File: config.mk
export PLATFORM = sky130hd
export DESIGN_NAME = input_interrupt_controller
export DESIGN_NICKNAME = d
export VERILOG_FILES = /design/src/rtl/input_interrupt_controller.sv
export SDC_FILE = /design/constraint.sdc
export NUM_CORES = 1
export LEC_CHECK = 0
export ABC_CLOCK_PERIOD_IN_PS = 2200
export CORE_ASPECT_RATIO = 1.4
export CORE_MARGIN = 2
export CORE_UTILIZATION = 34
export CTS_BUF_LIST = sky130_fd_sc_hd__clkbuf_16
export CTS_CLUSTER_DIAMETER = 120
export CTS_CLUSTER_SIZE = 14
export DETAILED_ROUTE_END_ITERATION = 10
export PLACE_DENSITY = 0.65
export SLEW_MARGIN = 10
export SYNTH_ARGS = -nofsm -noshare
export SYNTH_HDL_FRONTEND = slang
export SYNTH_SLANG_ARGS = --single-unit
File: constraint.sdc
create_clock -name proc_clk -period 2.2 [get_ports proc_clk]
set_input_delay 0.33 -clock proc_clk [delete_from_list [all_inputs] [get_ports proc_clk]]
set_output_delay 0.33 -clock proc_clk [all_outputs]
set_load 0.01 [all_outputs]
File: src/rtl/input_interrupt_controller.sv
// Multi-key input interrupt controller.
// Synchronises and debounces the key inputs and latches presses. On each
// frame tick it packs the pending presses into a 32-bit interrupt word and
// queues it in a show-ahead FIFO for the processor (valid/ack handshake).
module input_interrupt_controller #(
   parameter int         NUM_KEYS        = 4,
   parameter int         DEBOUNCE_CYCLES = 16,
   parameter int         FIFO_DEPTH      = 4,
   parameter logic [4:0] IRQ_OPCODE      = 5'h1F
) (
   input  logic                            proc_clk,
   input  logic                            reset,
   input  logic [NUM_KEYS-1:0]             keys,
   input  logic                            frame_rt_clk,
   input  logic                            irq_ack,
   output logic [31:0]                     interrupt_instruction,
   output logic                            irq_valid,
   output logic [NUM_KEYS-1:0]             pending_mask,
   output logic [$clog2(FIFO_DEPTH):0]     fifo_count,
   output logic                            overflow
);

   localparam int PTR_W = $clog2(FIFO_DEPTH);
   localparam int CNT_W = PTR_W + 1;
   localparam int DB_W  = (DEBOUNCE_CYCLES > 1) ? $clog2(DEBOUNCE_CYCLES) : 1;

   logic [NUM_KEYS-1:0] key_sync1_reg;
   logic [NUM_KEYS-1:0] key_sync2_reg;
   logic [NUM_KEYS-1:0] key_deb;
   logic [NUM_KEYS-1:0] key_deb_prev_reg;
   logic [NUM_KEYS-1:0] pending_reg;
   logic [NUM_KEYS-1:0] pending_next;
   logic [NUM_KEYS-1:0] press;

   logic                frame_sync1_reg;
   logic                frame_sync2_reg;
   logic                frame_prev_reg;
   logic                tick;
   logic [10:0]         frame_cnt_reg;

   logic [31:0]         mem [FIFO_DEPTH];
   logic [PTR_W-1:0]    wr_ptr_reg;
   logic [PTR_W-1:0]    rd_ptr_reg;
   logic [CNT_W-1:0]    count_reg;
   logic                overflow_reg;

   logic                fifo_full;
   logic                fifo_empty;
   logic                want_push;
   logic                push;
   logic                pop;
   logic                drop;
   logic [31:0]         word;

   // Two-flop synchronisers for the keys and the frame-rate square wave
   always_ff @(posedge proc_clk) begin
      if (reset) begin
         key_sync1_reg   <= '0;
         key_sync2_reg   <= '0;
         frame_sync1_reg <= 1'b0;
         frame_sync2_reg <= 1'b0;
      end else begin
         key_sync1_reg   <= keys;
         key_sync2_reg   <= key_sync1_reg;
         frame_sync1_reg <= frame_rt_clk;
         frame_sync2_reg <= frame_sync1_reg;
      end
   end

   // Per-key debouncer: the accepted level flips only after the synced level
   // has differed from it for DEBOUNCE_CYCLES consecutive cycles.
   for (genvar gi = 0; gi < NUM_KEYS; gi++) begin : g_debounce
      logic            deb_bit_reg;
      logic [DB_W-1:0] deb_cnt_reg;

      // Debounce counter and accepted state for this key
      always_ff @(posedge proc_clk) begin
         if (reset) begin
            deb_bit_reg <= 1'b0;
            deb_cnt_reg <= '0;
         end else if (key_sync2_reg[gi] == deb_bit_reg) begin
            deb_cnt_reg <= '0;
         end else if (deb_cnt_reg == DB_W'(DEBOUNCE_CYCLES - 1)) begin
            deb_bit_reg <= key_sync2_reg[gi];
            deb_cnt_reg <= '0;
         end else begin
            deb_cnt_reg <= deb_cnt_reg + DB_W'(1);
         end
      end

      assign key_deb[gi] = deb_bit_reg;
   end

   // Press/tick detection, FIFO control and word assembly
   always_comb begin
      press      = key_deb & ~key_deb_prev_reg;
      tick       = frame_sync2_reg & ~frame_prev_reg;
      fifo_full  = (count_reg == CNT_W'(FIFO_DEPTH));
      fifo_empty = (count_reg == '0);
      pop        = ~fifo_empty & irq_ack;
      want_push  = tick & (pending_reg != '0);
      // A full FIFO still accepts the word when the head leaves in the same cycle
      push       = want_push & (~fifo_full | pop);
      drop       = want_push & fifo_full & ~pop;
      word       = {IRQ_OPCODE, frame_cnt_reg, 16'(pending_reg)};
      // Captured bits clear on push; a press landing in the tick cycle survives
      pending_next = push ? press : (pending_reg | press);
   end

   // Edge history, pending presses, frame counter, FIFO pointers and overflow flag
   always_ff @(posedge proc_clk) begin
      if (reset) begin
         key_deb_prev_reg <= '0;
         frame_prev_reg   <= 1'b0;
         pending_reg      <= '0;
         frame_cnt_reg    <= '0;
         wr_ptr_reg       <= '0;
         rd_ptr_reg       <= '0;
         count_reg        <= '0;
         overflow_reg     <= 1'b0;
      end else begin
         key_deb_prev_reg <= key_deb;
         frame_prev_reg   <= frame_sync2_reg;
         pending_reg      <= pending_next;
         if (tick) frame_cnt_reg <= frame_cnt_reg + 11'd1;
         if (push) wr_ptr_reg <= wr_ptr_reg + PTR_W'(1);
         if (pop)  rd_ptr_reg <= rd_ptr_reg + PTR_W'(1);
         if (push && !pop)      count_reg <= count_reg + CNT_W'(1);
         else if (pop && !push) count_reg <= count_reg - CNT_W'(1);
         if (drop) overflow_reg <= 1'b1;
      end
   end

   // FIFO storage; contents beyond count_reg are don't-care, so no reset
   always_ff @(posedge proc_clk) begin
      if (push) mem[wr_ptr_reg] <= word;
   end

   assign irq_valid             = ~fifo_empty;
   assign interrupt_instruction = fifo_empty ? 32'h0 : mem[rd_ptr_reg];
   assign pending_mask          = pending_reg;
   assign fifo_count            = count_reg;
   assign overflow              = overflow_reg;

endmodule

After elaboration in Yosys (flattened, before gate mapping):

Memory sizes are Yosys's and may differ from the RTL's. A register that Yosys moved wholly into a read port is not among the register bits.
Cells that the tools add are included.

* input bits: 8
* memories: 1
* bits in writable memories: 60
* word-level logic and storage cells: 80
* register bits: 58
* output and inout port bits: 41

Memories
* mem: depth 4, width 15, read ports 1, clocked after memory_dff 1, write ports 1, line 41 `logic [31:0] mem [FIFO_DEPTH];`

* equality and inequality tests: 9
* reduce and logical (&&, ||, !) cells: 15
* bitwise operators: 18
* muxes and demuxes: 8
* add/subtract/negate cells: 9

Operators with widths (number)
* $mux 32: 1
* $add 4x1->4 const B: 4
* $eq 4x4->1 const B: 4
* $reduce_or 3->1: 4
* $add 11x1->11 const B: 1
* $not 1->1: 8
* $reduce_and 2->1: 4
* $and 1x1->1: 6
* $mux 3: 2
* $add 2x1->2 const B: 2
* $and 4x4->4: 1
* $eq 1x1->1: 4
* $mux 2: 2
* $mux 4: 1
* $not 4->4: 1
* $or 4x4->4: 1
* $reduce_bool 4->1: 1
* $add 3x1->3 const B: 1
* $eq 3x3->1 const B: 1
* $logic_not 3->1: 1
* $sub 3x1->3 const B: 1
* $logic_and 1x1->1: 2
* $logic_not 1->1: 2
* $mux 1: 2
* 2 further kinds: 2

Depth between registers and ports, before layout:

Gate-level depths: netlist of the first run.

* depth in word-level cells: 9
* gate-level depth with buffers: 9
* gate-level depth less buffers: 8

Least setup slack after synthesis of the first run:

No wires, ideal clock.

* path type: flip-flop to flip-flop
* start: register count_reg[0], in the netlist fifo_count[0]
* end: register count_reg[2], in the netlist fifo_count[2]
* stages on the path, launching flop included: 10
* period minus slack after synthesis: 2225 ps
* required time: 2130 ps
* path buffers: 1
* path slack: -25 ps
* data arrival time: 2155 ps
* library setup time: 70 ps
* cell sequence: dfxtp_1 > nor4b_1 > and3b_4 > buf_6 > ha_1 > inv_1 > fa_1 > xor2_1 > or3_1 > a21oi_1

* longest elaborated chain between the ends: 8
* elaborated cells between the ends (all ways): 16
* those cells by class: 2 x add/sub; 1 x eq/ne; 2 x mux; 5 x bitwise; 6 x reduce/logical

RTL lines
* from (decl): line 44 `logic [CNT_W-1:0] count_reg;`
* from (signal assigned): line 128 `if (push && !pop) count_reg <= count_reg + CNT_W'(1);`
* from (signal assigned): line 129 `else if (pop && !push) count_reg <= count_reg - CNT_W'(1);`
* $logic_not 3->1: line 99 `fifo_empty = (count_reg == '0);`
* $not 1->1: line 100 `pop = ~fifo_empty & irq_ack;`
* $and 1x1->1: line 100
* $or 1x1->1 *: line 103 `push = want_push & (~fifo_full | pop);`
* $and 1x1->1 *: line 103
* net push: line 50 `logic push;`
* $logic_not 1->1: line 129
* $logic_and 1x1->1: line 129
* $reduce_bool 2->1 (no source line)

The timed path passes the listed nets; every way through them passes the cells marked *. The select of a mux whose other input is x is not followed.
A chain may end at the register's enable or synchronous reset.

==> impl_metrics.yaml, run 1 <==
timing:
  grt_setup_unrepaired: "true"
  fin_ws_ns: 0.0727
  setup_violations: 0
  skew_ns: 0.00639
  slew_violations: 0
  fin_crit_sh_pct: 96.7
  relSlewSlack_pct: 45.7
  fmax_ghz: 0.470
  final-hold-violation-count: 0
  whs_ns: 0.426
  min_period_ns: 2.13
  worst_pin_slew_ns: 0.815
cts:
  htreeDepth: 4
  clock_sinks: 120
  numCtsBuffers: 17
  cts-root-buf: "clkbuf_16"
  cts_buffer_depth: 2
  cts_hold_buffers: 0
  clock_latency_ns: 0.41
  cts_tree: "yes"
  clkTransAtPathRegs_ns: 0.05
global_route:
  grt_max_degree: 48
  antenna_found_initial: 0
  grt_use_total_pct: 11.6
  grt_pass1_vias: 2732
  overflow: 0
  grt_pass1_wl_um: 13100
yosys:
  yosysSeqAreaShare_pct: 63.7
  synth_async_sr_flop_share_pct: 0
  synth-edff-count: 60
  synth.distinct_cells: 40
  syn_area_per_cell_um2: 13.6
  netlist_area_um2: 4710
  synth.top_cell.area_share_pct: 38.2
  synth_common_cells: "60 x dfxtp_1, 60 x edfxtp_1, 36 x nor2_1"
  synthTopCellsByArea: "edfxtp_1 38%, dfxtp_1 25%, mux4_2 7.2%, nor2b_1 3.2%, buf_4 2.9%"
  syn_inst: 346
  yosys.area.top_type: "edfxtp_1"
  ys_ff_latch: 120
  ys_warn_count: 0
  synthFlopType: "edfxtp_1"
critical_path:
  crit_required_ns: 1.87
  end_kind: "primary output"
  cp.arrival_ns: 1.80
  critPathKind: "flip-flop to primary output"
  crit_path_max_fanout: 7
  rrSetupSlack_ns: 0.11
  startpoint_type: "flip-flop"
finish:
  layout.nets: 426
  drive_above_1_share_pct: 23.8
  area_delta_synth_final_pct: 26.6
  final_cells: 602
  n_antenna_cell: 0
  largest_reg_flops: 60
placed_design:
  port_buffers: 36
  pre_cts_slack_ns: -0.316
  gp_congestion: 0.730
  dp_hpwl_um: 5120
  placed_cells: 562
routing:
  wl_per_cell_um: 13.3
  final_antenna_net_count: 0
  drt-total-wl_um: 8020
  vias: 2694
  first_pass_iters: 4
  vias_per_cell: 4.48
  drt_iter0_markers: 151
  drc: 0
power_and_ir_drop:
  p_per_area_nw_per_um2: 1110
  vdd_drop_max_mv: 0.577
  p_leak_uw: 0.00224
  power_uw: 6630
floorplanning:
  dieArea_um2: 14800
  coreArea_um2: 13500
  dieHeight_um: 143
  die_width_um: 104
  placementRows: 50
  start_util_pct: 35.1
  io_pins: 49
job:
  max_cap_viol_count: 0
status:
  status: "completed"
min_path:
  holdCritPathClass: "flip-flop to flip-flop"
[worst paths after layout]
path	endpoint	cells after the start	startpoint
setup / recovery	interrupt_instruction[19]	5	flip-flop
hold / removal	pending_mask[1]	1	key_deb_prev_reg[1]
setup reg to reg	fifo_count[1]	7	pending_mask[0]
hold reg to reg	pending_mask[1]	1	key_deb_prev_reg[1]
[kinds of logic after synthesis]
kind of cell,synth area share [%]
AOI/OAI and AO/OA,3.08
adders and majority gates,3.08
other,0.0795
DFF,63.7
and+or+nand+nor,12.6
buffers and inverters,4.96
xor gates and xnor gates,3.34
muxes,9.13
[through the flow]
step	area [um2]	setup TNS, ns	utilization (%)
4_1_cts	5960	-0.0505	44.3
3_5_place_dp	5290	-1.90	39.3
5_1_grt	5970	-0.00812	44.4
6_report	5970	0	44.4
3_3_place_gp	5290	-0.364	39.3
2_1_floorplan	4760	0	-
[worst max-delay path, cell delays in order (launching register included)]
cell and delay (ns):
dfxtp_4 0.39, buf_12 0.14, buf_6 0.10, mux4_2 0.47, and2b_1 0.16, buf_2 0.13
[final cells by class]
class | instances | area [um2]
Fill cell | 1203 | 7480
Sequential cell | 120 | 3010
Multi-Input combinational cell | 195 | 1540
Timing Repair Buffer | 59 | 504
Clock buffer | 17 | 425
Tap cell | 182 | 228
Clock inverter | 15 | 209
Inverter | 14 | 52.6
[per-layer routing]
layer | up-vias | routed length (um) | track usage (%) | part of all wire, %
li1 | 1323 | - | - | -
met5 | - | 0 | 0 | 0
met2 | 56 | 4400 | 21.4 | 55
met1 | 1303 | 3110 | 11.5 | 39
met4 | 0 | 189 | 6.26 | 2.4
met3 | 12 | 321 | 4.13 | 4.0
[power by group]
group	internal (uW)	leakage (uW)	total [uW]	switching [uW]
clock network	1990	0.000313	2920	929
logic	703	0.000879	1270	568
registers	2380	0.00105	2440	61.2
total	5070	0.00224	6630	1560
[layout by cell type, fill, tap and decap left out, drive strengths merged, types with 3 or more instances in the layout]
master and n:
and2b 4, o21ai 5, dfxtp 60, o31ai 4, nand3 6, and3 4, edfxtp 60, xor2 8
buf 38, ha 10, or3 9, o32ai 4, clkinv 5, or4 4, mux2i 7, xnor2 10
nand2 3, nand2b 5, and2 4, dlymetal6s2s 5, clkdlybuf4s50 14, nor2 36, inv 17, bufinv 5
clkbuf 17, nor2b 24, mux4 15, conb 12, a21oi 8
[timing repair]
action	in CTS	in global routing
setup endpoints to repair	21	10
gates cloned	1	0
pin swaps	0	1
resized for setup	65	11
buffers inserted	5	4
Note: power is estimated with default switching activity, not from simulation.
==> run 2, diff against run 1 <==
--- a/config.mk
+++ b/config.mk
@@ -9,7 +9,6 @@
 export CORE_ASPECT_RATIO = 1.4
 export CORE_MARGIN = 2
 export CORE_UTILIZATION = 34
-export CTS_BUF_LIST = sky130_fd_sc_hd__clkbuf_16
 export CTS_CLUSTER_DIAMETER = 120
 export CTS_CLUSTER_SIZE = 14
 export DETAILED_ROUTE_END_ITERATION = 10
==> impl_metrics.yaml, run 2 (synthesis results as in run 1) <==
status:
  status: "completed"
timing:
  skew_ns: 0.00622
  setup_violations: 0
  slew_violations: 0
  relSlewSlack_pct: 45.7
  min_period_ns: 2.13
  final-hold-violation-count: 0
  worst_pin_slew_ns: 0.815
  grt_setup_unrepaired: "true"
  fmax_ghz: 0.470
  fin_crit_sh_pct: 96.7
  whs_ns: 0.426
routing:
  final_antenna_net_count: 0
  vias_per_cell: 4.48
  vias: 2694
  first_pass_iters: 4
  drt-total-wl_um: 8020
  drt_iter0_markers: 151
  wl_per_cell_um: 13.3
  drc: 0
critical_path:
  startpoint_type: "flip-flop"
  path_delay_family: "multiplexers"
  slowest_stage: "mux4_2"
  crit_required_ns: 1.87
  rrSetupSlack_ns: 0.11
  crit_path_max_fanout: 7
  reg2reg_depth: 7
  r2r-start: "pending_mask[0]"
  end_kind: "primary output"
  critPathBufInv: 3
  r2r-end: "fifo_count[1]"
  cp.arrival_ns: 1.80
  worstPathCellList: "buf_12 > buf_6 > mux4_2 > and2b_1 > buf_2"
  critPathKind: "flip-flop to primary output"
  slowest_delay_ns: 0.47
power_and_ir_drop:
  switchingPower_uw: 1560
  p_seq_share_pct: 36.8
  p_leak_uw: 0.00223
  p_clk_share_pct: 44.1
  swShare_pct: 23.5
  combPwrFrac_pct: 19.1
  p_int_uw: 5080
  power_uw: 6640
  p_per_area_nw_per_um2: 1110
  vdd_drop_max_mv: 0.577
placed_design:
  port_buffers: 36
  dp_hpwl_um: 5120
  post_dp_cell_area_um2: 5290
  gp_congestion: 0.730
cts:
  htreeDepth: 4
  cts_buffer_depth: 2
  clkTransAtPathRegs_ns: 0.05
  numCtsBuffers: 17
  cts_tree: "yes"
  cts-root-buf: "clkbuf_16"
  clock_sinks: 120
  clock_latency_ns: 0.41
floorplanning:
  coreArea_um2: 13500
  placementRows: 50
  dieArea_um2: 14800
  io_pins: 49
  start_util_pct: 35.1
  dieHeight_um: 143
  die_width_um: 104
finish:
  drive_above_1_share_pct: 23.8
  area_delta_synth_final_pct: 26.6
  seqCellArea_um2: 3010
  layout.nets: 426
  fin_area_um2: 5970
  multi_input_area_um2: 1540
  largest_reg_flops: 60
  final_cell_mix: "60 x edfxtp_1, 56 x dfxtp_1, 36 x nor2_1"
  n_antenna_cell: 0
  final_common_cell: "edfxtp_1"
  fin_util_pct: 44.4
  fillers: 1203
global_route:
  grt_use_total_pct: 11.6
  overflow: 0
  grt_pass1_vias: 2732
  grt_max_degree: 48
  grt_pass1_wl_um: 13100
  antenna_found_initial: 0
min_path:
  hold_start: "key_deb_prev_reg[1]"
  hold_depth: 1
  worstHoldEndpoint: "pending_mask[1]"
  holdCritPathClass: "flip-flop to flip-flop"
job:
  max_cap_viol_count: 0
[run 2: cell types whose count changed in the layout (fill, tap and decap cells not counted), sizes merged]
cell	delta
clkbuf	+2
inv	-2
[run 2: worst max-delay path by stage]
stage                   from  cells past startpoint  slack [ns]                        end
2_1_floorplan  fifo_count[1]                      9       0.003              fifo_count[2]
3_3_place_gp         irq_ack                      9       -0.23              fifo_count[2]
3_5_place_dp         irq_ack                      9       -0.32              fifo_count[2]
4_1_cts            flip-flop                      6       -0.02   interrupt_instruction[3]
5_1_grt            flip-flop                      5      -0.008  interrupt_instruction[19]
6_report           flip-flop                      5        0.07  interrupt_instruction[19]
[run 2: final cells by class]
type                    instances  share of cell area (%)
flip-flops and latches        120                    50.5
multi-input cells             195                    25.7
repair buffers                 59                    8.45
clock buffers                  19                    7.25
well taps                     182                    3.82
clock inverters                13                    3.38
inverters                      14                   0.881
[run 2: routing by layer]
layer	track usage (%)	part of all wire, %	routed length [um]
met5	0	0	0
met4	6.26	2.4	189
met3	4.13	4.0	321
met2	21.4	55	4400
met1	11.5	39	3110
[run 2: power groups by stage]
| stage | logic, uW | registers [uW] | clock network (uW) |
|---|---|---|---|
| after floorplan | 708 | 2480 | 0 |
| after CTS | 1250 | 2430 | 2980 |
| final | 1270 | 2440 | 2930 |
| after global routing | 1380 | 2450 | 3080 |
| after global placement | 1270 | 2470 | 0 |
| after detailed placement | 1310 | 2470 | 0 |
[run 2: repair_timing]
| action | CTS | global route |
|---|---|---|
| endpoints found under the hold margin | 0 | 0 |
| setup buffers | 5 | 4 |
| gates cloned | 1 | 0 |
| endpoints found under the setup margin | 21 | 10 |
| pin swaps | 0 | 1 |
| hold buffers | 0 | 0 |
| gates resized for setup | 65 | 11 |
[run 2: through the flow]
stage / std cells / setup TNS [ns] / setup WS (ns)
after floorplan: 357 / 0 / 0.00289
after global placement: 562 / -0.364 / -0.227
after detailed placement: 562 / -1.90 / -0.316
after CTS: 600 / -0.0505 / -0.0213
after global routing: 602 / -0.00812 / -0.00806
final: 602 / 0 / 0.0727
